## src/rtl/vga_pkg.sv

```systemverilog
// Shared VGA 800x600@60 timing constants and types, used by both the timing
// generator and the monitor so the two ends of the interface cannot drift.
package vga_pkg;

    localparam int unsigned CNT_W = 11;
    typedef logic [CNT_W-1:0] cnt_t;

    localparam int unsigned VGA_H_TOTAL      = 1056;
    localparam int unsigned VGA_H_ACTIVE     = 800;
    localparam int unsigned VGA_H_SYNC_START = 840;
    localparam int unsigned VGA_H_SYNC_WIDTH = 128;
    localparam int unsigned VGA_V_TOTAL      = 628;
    localparam int unsigned VGA_V_ACTIVE     = 600;
    localparam int unsigned VGA_V_SYNC_START = 601;
    localparam int unsigned VGA_V_SYNC_WIDTH = 4;

    // Field order gives err_mask bit positions: [0] hcount ... [5] vblnk.
    typedef struct packed {
        logic vblnk;
        logic hblnk;
        logic vsync;
        logic hsync;
        logic vcount;
        logic hcount;
    } err_mask_t;

endpackage

```

## src/rtl/vga_expected_counter.sv

```systemverilog
// Free-running VGA position counter with loadable start point; derives the
// sync/blank levels for the current position from half-open ranges.
module vga_expected_counter
    import vga_pkg::*;
#(
    parameter int unsigned H_TOTAL      = VGA_H_TOTAL,
    parameter int unsigned H_ACTIVE     = VGA_H_ACTIVE,
    parameter int unsigned H_SYNC_START = VGA_H_SYNC_START,
    parameter int unsigned H_SYNC_WIDTH = VGA_H_SYNC_WIDTH,
    parameter int unsigned V_TOTAL      = VGA_V_TOTAL,
    parameter int unsigned V_ACTIVE     = VGA_V_ACTIVE,
    parameter int unsigned V_SYNC_START = VGA_V_SYNC_START,
    parameter int unsigned V_SYNC_WIDTH = VGA_V_SYNC_WIDTH
) (
    input  logic             clk,
    input  logic             rst,
    input  logic             load,
    input  logic [CNT_W-1:0] load_hcount,
    input  logic [CNT_W-1:0] load_vcount,
    input  logic             enable,
    output logic [CNT_W-1:0] exp_hcount,
    output logic [CNT_W-1:0] exp_vcount,
    output logic             exp_hsync,
    output logic             exp_vsync,
    output logic             exp_hblnk,
    output logic             exp_vblnk
);

    localparam cnt_t H_LAST   = cnt_t'(H_TOTAL - 1);
    localparam cnt_t V_LAST   = cnt_t'(V_TOTAL - 1);
    localparam cnt_t H_ACT    = cnt_t'(H_ACTIVE);
    localparam cnt_t V_ACT    = cnt_t'(V_ACTIVE);
    localparam cnt_t HS_START = cnt_t'(H_SYNC_START);
    localparam cnt_t HS_END   = cnt_t'(H_SYNC_START + H_SYNC_WIDTH);
    localparam cnt_t VS_START = cnt_t'(V_SYNC_START);
    localparam cnt_t VS_END   = cnt_t'(V_SYNC_START + V_SYNC_WIDTH);

    cnt_t hcount_q, hcount_d;
    cnt_t vcount_q, vcount_d;

    always_comb begin
        hcount_d = hcount_q;
        vcount_d = vcount_q;
        if (load) begin
            hcount_d = load_hcount;
            vcount_d = load_vcount;
        end else if (enable) begin
            if (hcount_q == H_LAST) begin
                hcount_d = '0;
                vcount_d = (vcount_q == V_LAST) ? '0 : vcount_q + 1'b1;
            end else begin
                hcount_d = hcount_q + 1'b1;
            end
        end
    end

    always_ff @(posedge clk) begin
        if (rst) begin
            hcount_q <= '0;
            vcount_q <= '0;
        end else begin
            hcount_q <= hcount_d;
            vcount_q <= vcount_d;
        end
    end

    assign exp_hcount = hcount_q;
    assign exp_vcount = vcount_q;
    assign exp_hsync  = (hcount_q >= HS_START) && (hcount_q < HS_END);
    assign exp_vsync  = (vcount_q >= VS_START) && (vcount_q < VS_END);
    assign exp_hblnk  = (hcount_q >= H_ACT);
    assign exp_vblnk  = (vcount_q >= V_ACT);

endmodule

```

## src/rtl/vga_timing_monitor.sv

```systemverilog
// Passive checker for the VGA timing bus: locks on a vsync rising edge, then
// tracks its own expected position and flags any divergence of the six signals.
module vga_timing_monitor
    import vga_pkg::*;
#(
    parameter int unsigned H_TOTAL      = VGA_H_TOTAL,
    parameter int unsigned H_ACTIVE     = VGA_H_ACTIVE,
    parameter int unsigned H_SYNC_START = VGA_H_SYNC_START,
    parameter int unsigned H_SYNC_WIDTH = VGA_H_SYNC_WIDTH,
    parameter int unsigned V_TOTAL      = VGA_V_TOTAL,
    parameter int unsigned V_ACTIVE     = VGA_V_ACTIVE,
    parameter int unsigned V_SYNC_START = VGA_V_SYNC_START,
    parameter int unsigned V_SYNC_WIDTH = VGA_V_SYNC_WIDTH,
    parameter int unsigned LOCK_FRAMES  = 2
) (
    input  logic             pclk,
    input  logic             rst,
    input  logic [CNT_W-1:0] hcount,
    input  logic [CNT_W-1:0] vcount,
    input  logic             hsync,
    input  logic             vsync,
    input  logic             hblnk,
    input  logic             vblnk,
    output logic             locked,
    output logic             err_pulse,
    output logic [5:0]       err_mask,
    output logic [CNT_W-1:0] err_hcount,
    output logic [CNT_W-1:0] err_vcount,
    output logic [15:0]      frame_cnt,
    output logic [7:0]       err_cnt
);

    typedef enum logic [1:0] {SEARCH, TRACK, LOCKED} state_t;

    localparam cnt_t       H_LAST = cnt_t'(H_TOTAL - 1);
    localparam cnt_t       V_LAST = cnt_t'(V_TOTAL - 1);
    localparam cnt_t       V_LOAD = cnt_t'(V_SYNC_START);
    localparam logic [7:0] LOCK_N = 8'(LOCK_FRAMES);

    state_t     state_q, state_d;
    cnt_t       s1_hcount_q, s1_vcount_q;
    logic       s1_hsync_q, s1_vsync_q, s1_hblnk_q, s1_vblnk_q;
    logic       vsync_q;
    logic [7:0] clean_q, clean_d;
    logic       locked_q, locked_d;
    logic       err_pulse_q, err_pulse_d;
    err_mask_t  err_mask_q, err_mask_d;
    cnt_t       err_hcount_q, err_hcount_d;
    cnt_t       err_vcount_q, err_vcount_d;
    logic [15:0] frame_cnt_q, frame_cnt_d;
    logic [7:0] err_cnt_q, err_cnt_d;

    logic       load, enable;
    cnt_t       exp_hcount, exp_vcount;
    logic       exp_hsync, exp_vsync, exp_hblnk, exp_vblnk;
    err_mask_t  cmp;
    logic       mismatch, boundary, vsync_rise;

    // Loaded with the position the sample after the vsync edge must carry.
    vga_expected_counter #(
        .H_TOTAL     (H_TOTAL),
        .H_ACTIVE    (H_ACTIVE),
        .H_SYNC_START(H_SYNC_START),
        .H_SYNC_WIDTH(H_SYNC_WIDTH),
        .V_TOTAL     (V_TOTAL),
        .V_ACTIVE    (V_ACTIVE),
        .V_SYNC_START(V_SYNC_START),
        .V_SYNC_WIDTH(V_SYNC_WIDTH)
    ) u_exp (
        .clk        (pclk),
        .rst        (rst),
        .load       (load),
        .load_hcount(cnt_t'(1)),
        .load_vcount(V_LOAD),
        .enable     (enable),
        .exp_hcount (exp_hcount),
        .exp_vcount (exp_vcount),
        .exp_hsync  (exp_hsync),
        .exp_vsync  (exp_vsync),
        .exp_hblnk  (exp_hblnk),
        .exp_vblnk  (exp_vblnk)
    );

    always_comb begin
        cmp.hcount = (s1_hcount_q != exp_hcount);
        cmp.vcount = (s1_vcount_q != exp_vcount);
        cmp.hsync  = (s1_hsync_q  != exp_hsync);
        cmp.vsync  = (s1_vsync_q  != exp_vsync);
        cmp.hblnk  = (s1_hblnk_q  != exp_hblnk);
        cmp.vblnk  = (s1_vblnk_q  != exp_vblnk);
        mismatch   = (cmp != '0);
        boundary   = (exp_hcount == H_LAST) && (exp_vcount == V_LAST);
        vsync_rise = s1_vsync_q && !vsync_q;
    end

    always_comb begin
        state_d      = state_q;
        clean_d      = clean_q;
        load         = 1'b0;
        enable       = 1'b0;
        err_pulse_d  = 1'b0;
        err_mask_d   = err_mask_q;
        err_hcount_d = err_hcount_q;
        err_vcount_d = err_vcount_q;
        frame_cnt_d  = frame_cnt_q;
        err_cnt_d    = err_cnt_q;
        case (state_q)
            SEARCH: begin
                if (vsync_rise) begin
                    load    = 1'b1;
                    clean_d = '0;
                    state_d = TRACK;
                end
            end
            TRACK, LOCKED: begin
                enable = 1'b1;
                // An error on a boundary sample suppresses that boundary's count.
                if (mismatch) begin
                    err_pulse_d  = 1'b1;
                    err_mask_d   = cmp;
                    err_hcount_d = exp_hcount;
                    err_vcount_d = exp_vcount;
                    if (err_cnt_q != 8'hFF) err_cnt_d = err_cnt_q + 8'd1;
                    state_d = SEARCH;
                end else if (boundary) begin
                    if (state_q == TRACK) begin
                        clean_d = clean_q + 8'd1;
                        if (clean_d >= LOCK_N) state_d = LOCKED;
                    end else begin
                        frame_cnt_d = frame_cnt_q + 16'd1;
                    end
                end
            end
            default: state_d = SEARCH;
        endcase
        locked_d = (state_d == LOCKED);
    end

    always_ff @(posedge pclk) begin
        if (rst) begin
            s1_hcount_q  <= '0;
            s1_vcount_q  <= '0;
            s1_hsync_q   <= 1'b0;
            s1_vsync_q   <= 1'b0;
            s1_hblnk_q   <= 1'b0;
            s1_vblnk_q   <= 1'b0;
            vsync_q      <= 1'b0;
            state_q      <= SEARCH;
            clean_q      <= '0;
            locked_q     <= 1'b0;
            err_pulse_q  <= 1'b0;
            err_mask_q   <= '0;
            err_hcount_q <= '0;
            err_vcount_q <= '0;
            frame_cnt_q  <= '0;
            err_cnt_q    <= '0;
        end else begin
            s1_hcount_q  <= hcount;
            s1_vcount_q  <= vcount;
            s1_hsync_q   <= hsync;
            s1_vsync_q   <= vsync;
            s1_hblnk_q   <= hblnk;
            s1_vblnk_q   <= vblnk;
            vsync_q      <= s1_vsync_q;
            state_q      <= state_d;
            clean_q      <= clean_d;
            locked_q     <= locked_d;
            err_pulse_q  <= err_pulse_d;
            err_mask_q   <= err_mask_d;
            err_hcount_q <= err_hcount_d;
            err_vcount_q <= err_vcount_d;
            frame_cnt_q  <= frame_cnt_d;
            err_cnt_q    <= err_cnt_d;
        end
    end

    assign locked     = locked_q;
    assign err_pulse  = err_pulse_q;
    assign err_mask   = err_mask_q;
    assign err_hcount = err_hcount_q;
    assign err_vcount = err_vcount_q;
    assign frame_cnt  = frame_cnt_q;
    assign err_cnt    = err_cnt_q;

endmodule

```

## config.mk

```make
export PLATFORM = sky130hd
export DESIGN_NAME = vga_timing_monitor
export DESIGN_NICKNAME = d
export VERILOG_FILES = /design/src/rtl/vga_pkg.sv /design/src/rtl/vga_expected_counter.sv /design/src/rtl/vga_timing_monitor.sv
export SDC_FILE = /design/constraint.sdc
export NUM_CORES = 1
export LEC_CHECK = 0
export CORE_MARGIN = 8
export CORE_UTILIZATION = 55
export CTS_CLUSTER_SIZE = 8
export DETAILED_ROUTE_END_ITERATION = 8
export GPL_ROUTABILITY_DRIVEN = 0
export PLACE_DENSITY = 0.8
export SLEW_MARGIN = 20
export SYNTH_ARGS = -nofsm -noshare
export SYNTH_HDL_FRONTEND = slang
export SYNTH_HIERARCHICAL = 1
export SYNTH_SLANG_ARGS = --single-unit
```

## constraint.sdc

```tcl
create_clock -name pclk -period 4.1 [get_ports pclk]
set_clock_uncertainty 0.2 [all_clocks]
set_input_delay 1.23 -clock pclk [delete_from_list [all_inputs] [get_ports pclk]]
set_output_delay 1.23 -clock pclk [all_outputs]
set_load 0.02 [all_outputs]
```

==> results.md, run 1 <==
- Status: finished clean
- Fin crit share: 89.4%
- DR pass1 iterations: 5
- Yosys cell types: 73
- EDFF count, synth: 0
- Starting DRT DRC Count: 501
- Area Overhead vs Synth: 28.6%
- First-pass GRT wire length: 25600 um
- CP required: 4280 ps
- Final Hold Fails: 0
- Area contributors post-synth: dfxtp_1 39%, mux2i_1 4.2%, nor2b_1 3.9%
- Cell with the most instances after synthesis: dfxtp_1
- Crit. End Element: flop
- Peak fanout along the critical path: 18
- CTS max path bufs: 2
- Pwr/cell area: 400 mW/mm^2
- RSZ-0062 raised after global routing: no
- Warning count from the yosys run: 6
- Die X: 118 um
- Clock power share: 51.3%
- Met2 usage: 38.1%
- Main synth FF type: dfxtp_1
- Worst r2r src: u_exp/exp_vcount[0]$_SDFFE_PP0P_
- CP Class: flop to flop
- Layout cells sized above 1: 9.94%
- Leakage: 0.00286 uW
- Min cycle time layout: 3670 ps
- Final wirelength: 15500 um
- Die footprint: 0.0140 mm^2
- Hold Crit Class: flop to flop
- CTS resizes: 0
- Sw Ratio: 25.7%
- Hold_sp: err_mask[4]$_SDFFE_PP0P_
- Remaining DRCs: 0
- Avg WL per Cell: 17.0 um
- Worst slew margin: 36.9%
- Synth Cell Area: 0.00576 mm^2
- CTS Sinks: 113
- Num CTS Buffers: 17
- CTS H-tree depth: 4
- NetSw: 759 uW
- Final Net Count: 802
- CTS tree: done
- Seq cells post-synth: 113
- Root Buffer: clkbuf_8
- Synth async-reset ratio: 0%
- Max-Cap Viols: 0
- Cell accounting for the most synthesized area: dfxtp_1
- Share of the synthesized area in the top cell type: 39.3%
- VDD IR max: 0.322 mV
- Seq/Total Area, Yosys: 39.3%
- Internal power: 2200 uW
- Port Buffers: 81
- Post-CTS Hold Fix Bufs: 0
- Syn Inst Count: 660
- N_diodes: 0
- Dpl hpwl: 10700 um
- CORE AREA: 0.0102 mm^2
- Pins Over Slew Limit: 0
- Dpl cells: 879
- Vias after detailed routing: 5461
- CP startpoint kind: flop
- Total gr overflow: 0
- Vias in the first global route: 5381
- Initial Util: 56.3%
- Rows: 37
- Met1 Use GR: 24.7%
- Grt peak-use layer: met2
- Met3 Track Usage GR: 5.85%
- Initial antenna violation count: 0
- GRT Overall Usage: 21.7%
- I/O Pins: 82
- Setup TNS Final: 0 ps
- Most frequent cells after synthesis: 113 x dfxtp_1, 57 x nand2_1, 56 x nor2_1
- WHS: 265 ps
- Share of power burned in registers: 39.5%
- Later-pin clock latency in the skew report: 510 ps
- Gate power share: 9.3%
- Largest net degree at the start of global routing: 58
- Fin cells: 911
- Post-CTS Setup Inserts: 0
- Final ANT Viol Nets: 0
- Crit path DAT: 3840 ps
- F_max: 273 MHz
- Vias per inst: 5.99
- Crit path from: u_exp/exp_vcount[0]$_SDFFE_PP0P_
- Mean area per synthesized cell: 8.72 um^2
- Final-report setup violation count: 0
- CTS clk-pin slew, worst paths: 60 ps
- Worst Tran Pin Value: 934 ps
- Overall Power: 2960 uW
- Die Y: 118 um
==> registers in the layout, summed over array words and instances, names as in the netlist <==
signal            count
s1_hcount_q          11
frame_cnt            16
s1_vcount_q          11
err_mask              6
s1_hblnk_q            1
err_cnt               8
err_vcount           11
vsync_q               1
clean_q               8
state_q               2
err_hcount           11
u_exp/exp_vcount     11
locked                1
err_pulse             1
s1_vsync_q            1
s1_hsync_q            1
s1_vblnk_q            1
u_exp/exp_hcount     11
==> metal layers <==
layer  part of all wire, %  wire length, um  vias to the layer above
li1                      -                -                     2593
met1                    41             6300                     2598
met2                    50             7790                      228
met3                   6.9             1060                       42
met4                   2.1              317                        0
met5                     0                0                        -
==> cells in the final DEF (no fill, tap or decap), drive strengths merged, types with 11 or more instances in the layout <==
cell type / instances
a21oi: 26
nand4: 18
nor2: 56
dfxtp: 113
xnor2: 15
clkdlybuf4s50: 80
nor4: 11
nor2b: 36
inv: 27
nor3: 16
nand3: 22
clkbuf: 17
ha: 12
xor2: 19
or4: 17
and3: 13
mux2i: 24
nand2: 57
buf: 19
conb: 24
==> layout make-up <==
| class | count | area, um^2 |
|---|---|---|
| multi-input combinational | 512 | 3350 |
| fill | 770 | 2830 |
| sequential | 113 | 2260 |
| timing repair buffer | 99 | 943 |
| clock buffer | 17 | 414 |
| clock inverter | 15 | 198 |
| tap | 136 | 170 |
| inverter | 19 | 71.3 |
==> through the flow <==
stage | setup WS [ps] | utilization (%) | area, um^2
2_1_floorplan | 1120 | - | 5840
3_3_place_gp | 610 | 66.4 | 6790
3_5_place_dp | 473 | 66.4 | 6790
4_1_cts | 488 | 72.4 | 7410
5_1_grt | 150 | 72.4 | 7410
6_report | 434 | 72.4 | 7410
==> worst paths after layout <==
kind	end	slack [ps]	cells past startpoint
worst min register to register	err_mask[4]$_SDFFE_PP0P_	270	2
worst min-delay path	err_mask[4]$_SDFFE_PP0P_	270	2
worst max-delay path	frame_cnt[2]$_SDFFE_PP0P_	430	11
worst max register to register	frame_cnt[2]$_SDFFE_PP0P_	430	11
==> power by group through the flow <==
stage	Clock [uW]	Combinational, uW	Sequential, uW
after floorplan	0	156	1200
after global placement	0	262	1190
after detailed placement	0	268	1190
after CTS	1530	271	1170
after global routing	1590	296	1170
final	1520	274	1170
==> cell families (layout without fill, tap and decap cells) <==
logic type / after synthesis / after routing / synth area share, %
other: 2 / 24 / 0.130
and+or+nand+nor: 289 / 289 / 27.9
DFF: 113 / 113 / 39.3
xor gates and xnor gates: 34 / 34 / 5.17
adders and majority gates: 12 / 12 / 2.61
AOI/OAI and AO/OA: 122 / 122 / 15.4
muxes: 31 / 31 / 5.54
buffers and inverters: 57 / 150 / 4.00
==> critical path, cell delays in order (launching register included) <==
cell and delay [ps]:
dfxtp_1 510, ha_1 220, nor2_1 40, a211o_1 280, nor3_1 230, xor2_1 130, nor4_1 250, and4bb_1 320
nand3_1 470, buf_4 370, o311ai_0 360, o41ai_1 140
Note: power is estimated with default switching activity, not from simulation.
==> run 2: changes to the inputs <==
--- a/config.mk
+++ b/config.mk
@@ -11,7 +11,7 @@
 export DETAILED_ROUTE_END_ITERATION = 8
 export GPL_ROUTABILITY_DRIVEN = 0
 export PLACE_DENSITY = 0.8
-export SLEW_MARGIN = 20
+export SLEW_MARGIN = 40
 export SYNTH_ARGS = -nofsm -noshare
 export SYNTH_HDL_FRONTEND = slang
 export SYNTH_HIERARCHICAL = 1
==> run 2 against run 1 <==
Register-to-register slack about the same; clock-buffer cell count unchanged; sequential share of layout area about the same; sequential power about the same; worst hold slack got worse by 0.78 ps; critical endpoint unchanged; largest cell class unchanged; largest power group unchanged.
==> results.md, run 2 (same netlist as run 1, synthesis figures left out) <==
- Status: finished clean
- Initial Util: 56.3%
- CTS resizes: 0
- Largest register FFs: 16
- RSZ-0062 raised after global routing: no
- CP Cell Sequence: ha_1, nor2_1, a211o_1, nor3_1, xor2_1, nor4_1, and4bb_1, nand3_1, buf_4, o311ai_0, o41ai_1
- CP startpoint kind: flop
- Vias in the first global route: 5381
- Post-CTS Hold Fix Bufs: 0
- CTS max path bufs: 2
- Area Overhead vs Synth: 28.8%
- Worst Tran Pin Value: 736 ps
- Final-report setup violation count: 0
- Most common cell after layout, fill and taps aside: dfxtp_1
- Worst slew margin: 50.4%
- Pwr/cell area: 399 mW/mm^2
- Die X: 118 um
- Die Y: 118 um
- CP required: 4270 ps
- Root Buffer: clkbuf_8
- Starting DRT DRC Count: 499
- N_diodes: 0
- Num CTS Buffers: 17
- Pins Over Slew Limit: 0
- Rows: 37
- FILL cells: 770
- Final wirelength: 15500 um
- Die footprint: 0.0140 mm^2
- Min cycle time layout: 3660 ps
- Total gr overflow: 0
- CTS Sinks: 113
- DR pass1 iterations: 5
- CP delay by family, top: simple AND/OR/NAND/NOR gates
- CORE AREA: 0.0102 mm^2
- Critical-path top delay cell: dfxtp_1
- CTS H-tree depth: 4
- First-pass GRT wire length: 25600 um
- Dpl hpwl: 10700 um
- Final ANT Viol Nets: 0
- Largest net degree at the start of global routing: 58
- Final Hold Fails: 0
- Peak fanout along the critical path: 18
- Commonest cells after routing, fill and taps aside: 113 x dfxtp_1, 80 x clkdlybuf4s50_1, 57 x nand2_1
- CTS tree: done
- Crit. End Element: flop
- Max-Cap Viols: 0
- Slowest stage delay, CP: 510 ps
- Crit path DAT: 3830 ps
- CP Class: flop to flop
- VDD IR max: 0.322 mV
- CTS clk-pin slew, worst paths: 60 ps
- Leakage: 0.00286 uW
- Worst Path Buf+Inv: 1
- Fin crit share: 89.2%
- Avg WL per Cell: 17.0 um
- Vias per inst: 6.02
- GRT Overall Usage: 21.7%
- Vias after detailed routing: 5482
- Setup TNS Final: 0 ps
- F_max: 273 MHz
- Hold Crit Class: flop to flop
- Final Net Count: 802
- Remaining DRCs: 0
- Post-CTS Setup Inserts: 0
- WHS: 264 ps
- Initial antenna violation count: 0
- I/O Pins: 82
- Layout cells sized above 1: 10.1%
- Port Buffers: 81
- Later-pin clock latency in the skew report: 510 ps
-- run 2: cell counts in the layout (fill, tap and decap cells not counted) --
No cell type changed its count.
-- run 2: where the power goes --
group          leakage [uW]  switching, uW  internal [uW]
Combinational       0.00164            155            120
Sequential         0.000921           34.4           1130
Clock              0.000295            568            946
-- run 2: routing by layer --
metal / GRT usage (%) / share of wire [%] / up-vias / routed length, um
met4: 7.93 / 1.6 / 0 / 255
li1: - / - / 2597 / -
met5: 0 / 0 / - / 0
met1: 24.7 / 40 / 2584 / 6210
met3: 5.85 / 7.7 / 29 / 1190
met2: 38.1 / 51 / 272 / 7820
-- run 2: area by class of cell --
type / count / area, um^2 / share of cell area (%)
multi-input combinational: 512 / 3350 / 45.2
tap: 136 / 170 / 2.30
clock buffer: 17 / 414 / 5.59
sequential: 113 / 2260 / 30.5
inverter: 19 / 71.3 / 0.962
timing repair buffer: 99 / 943 / 12.7
clock inverter: 15 / 198 / 2.67
-- run 2: final timing paths --
check / startpoint / endpoint / slack [ps] / depth (start not counted)
worst max-delay path: u_exp/exp_vcount[0]$_SDFFE_PP0P_ / frame_cnt[2]$_SDFFE_PP0P_ / 440 / 11
worst min-delay path: err_mask[4]$_SDFFE_PP0P_ / err_mask[4]$_SDFFE_PP0P_ / 260 / 2
worst max register to register: u_exp/exp_vcount[0]$_SDFFE_PP0P_ / frame_cnt[2]$_SDFFE_PP0P_ / 440 / 11
worst min register to register: err_mask[4]$_SDFFE_PP0P_ / err_mask[4]$_SDFFE_PP0P_ / 260 / 2
-- run 2: metrics by stage --
step	cell area [um^2]	utilization, %	setup WS [ps]	power, uW	std cells
6_report	7410	72.5	441	2960	911
2_1_floorplan	5840	-	1120	1360	682
3_5_place_dp	6790	66.4	473	1460	879
4_1_cts	7410	72.4	488	2970	911
3_3_place_gp	6790	66.4	610	1450	879
5_1_grt	7410	72.5	150	3060	911
-- run 2: worst min-delay path, delay by kind of cell (launching register included) --
family          cells  cell delay [ps]
flops               1              310
simple gates        1               50
compound gates      1               50
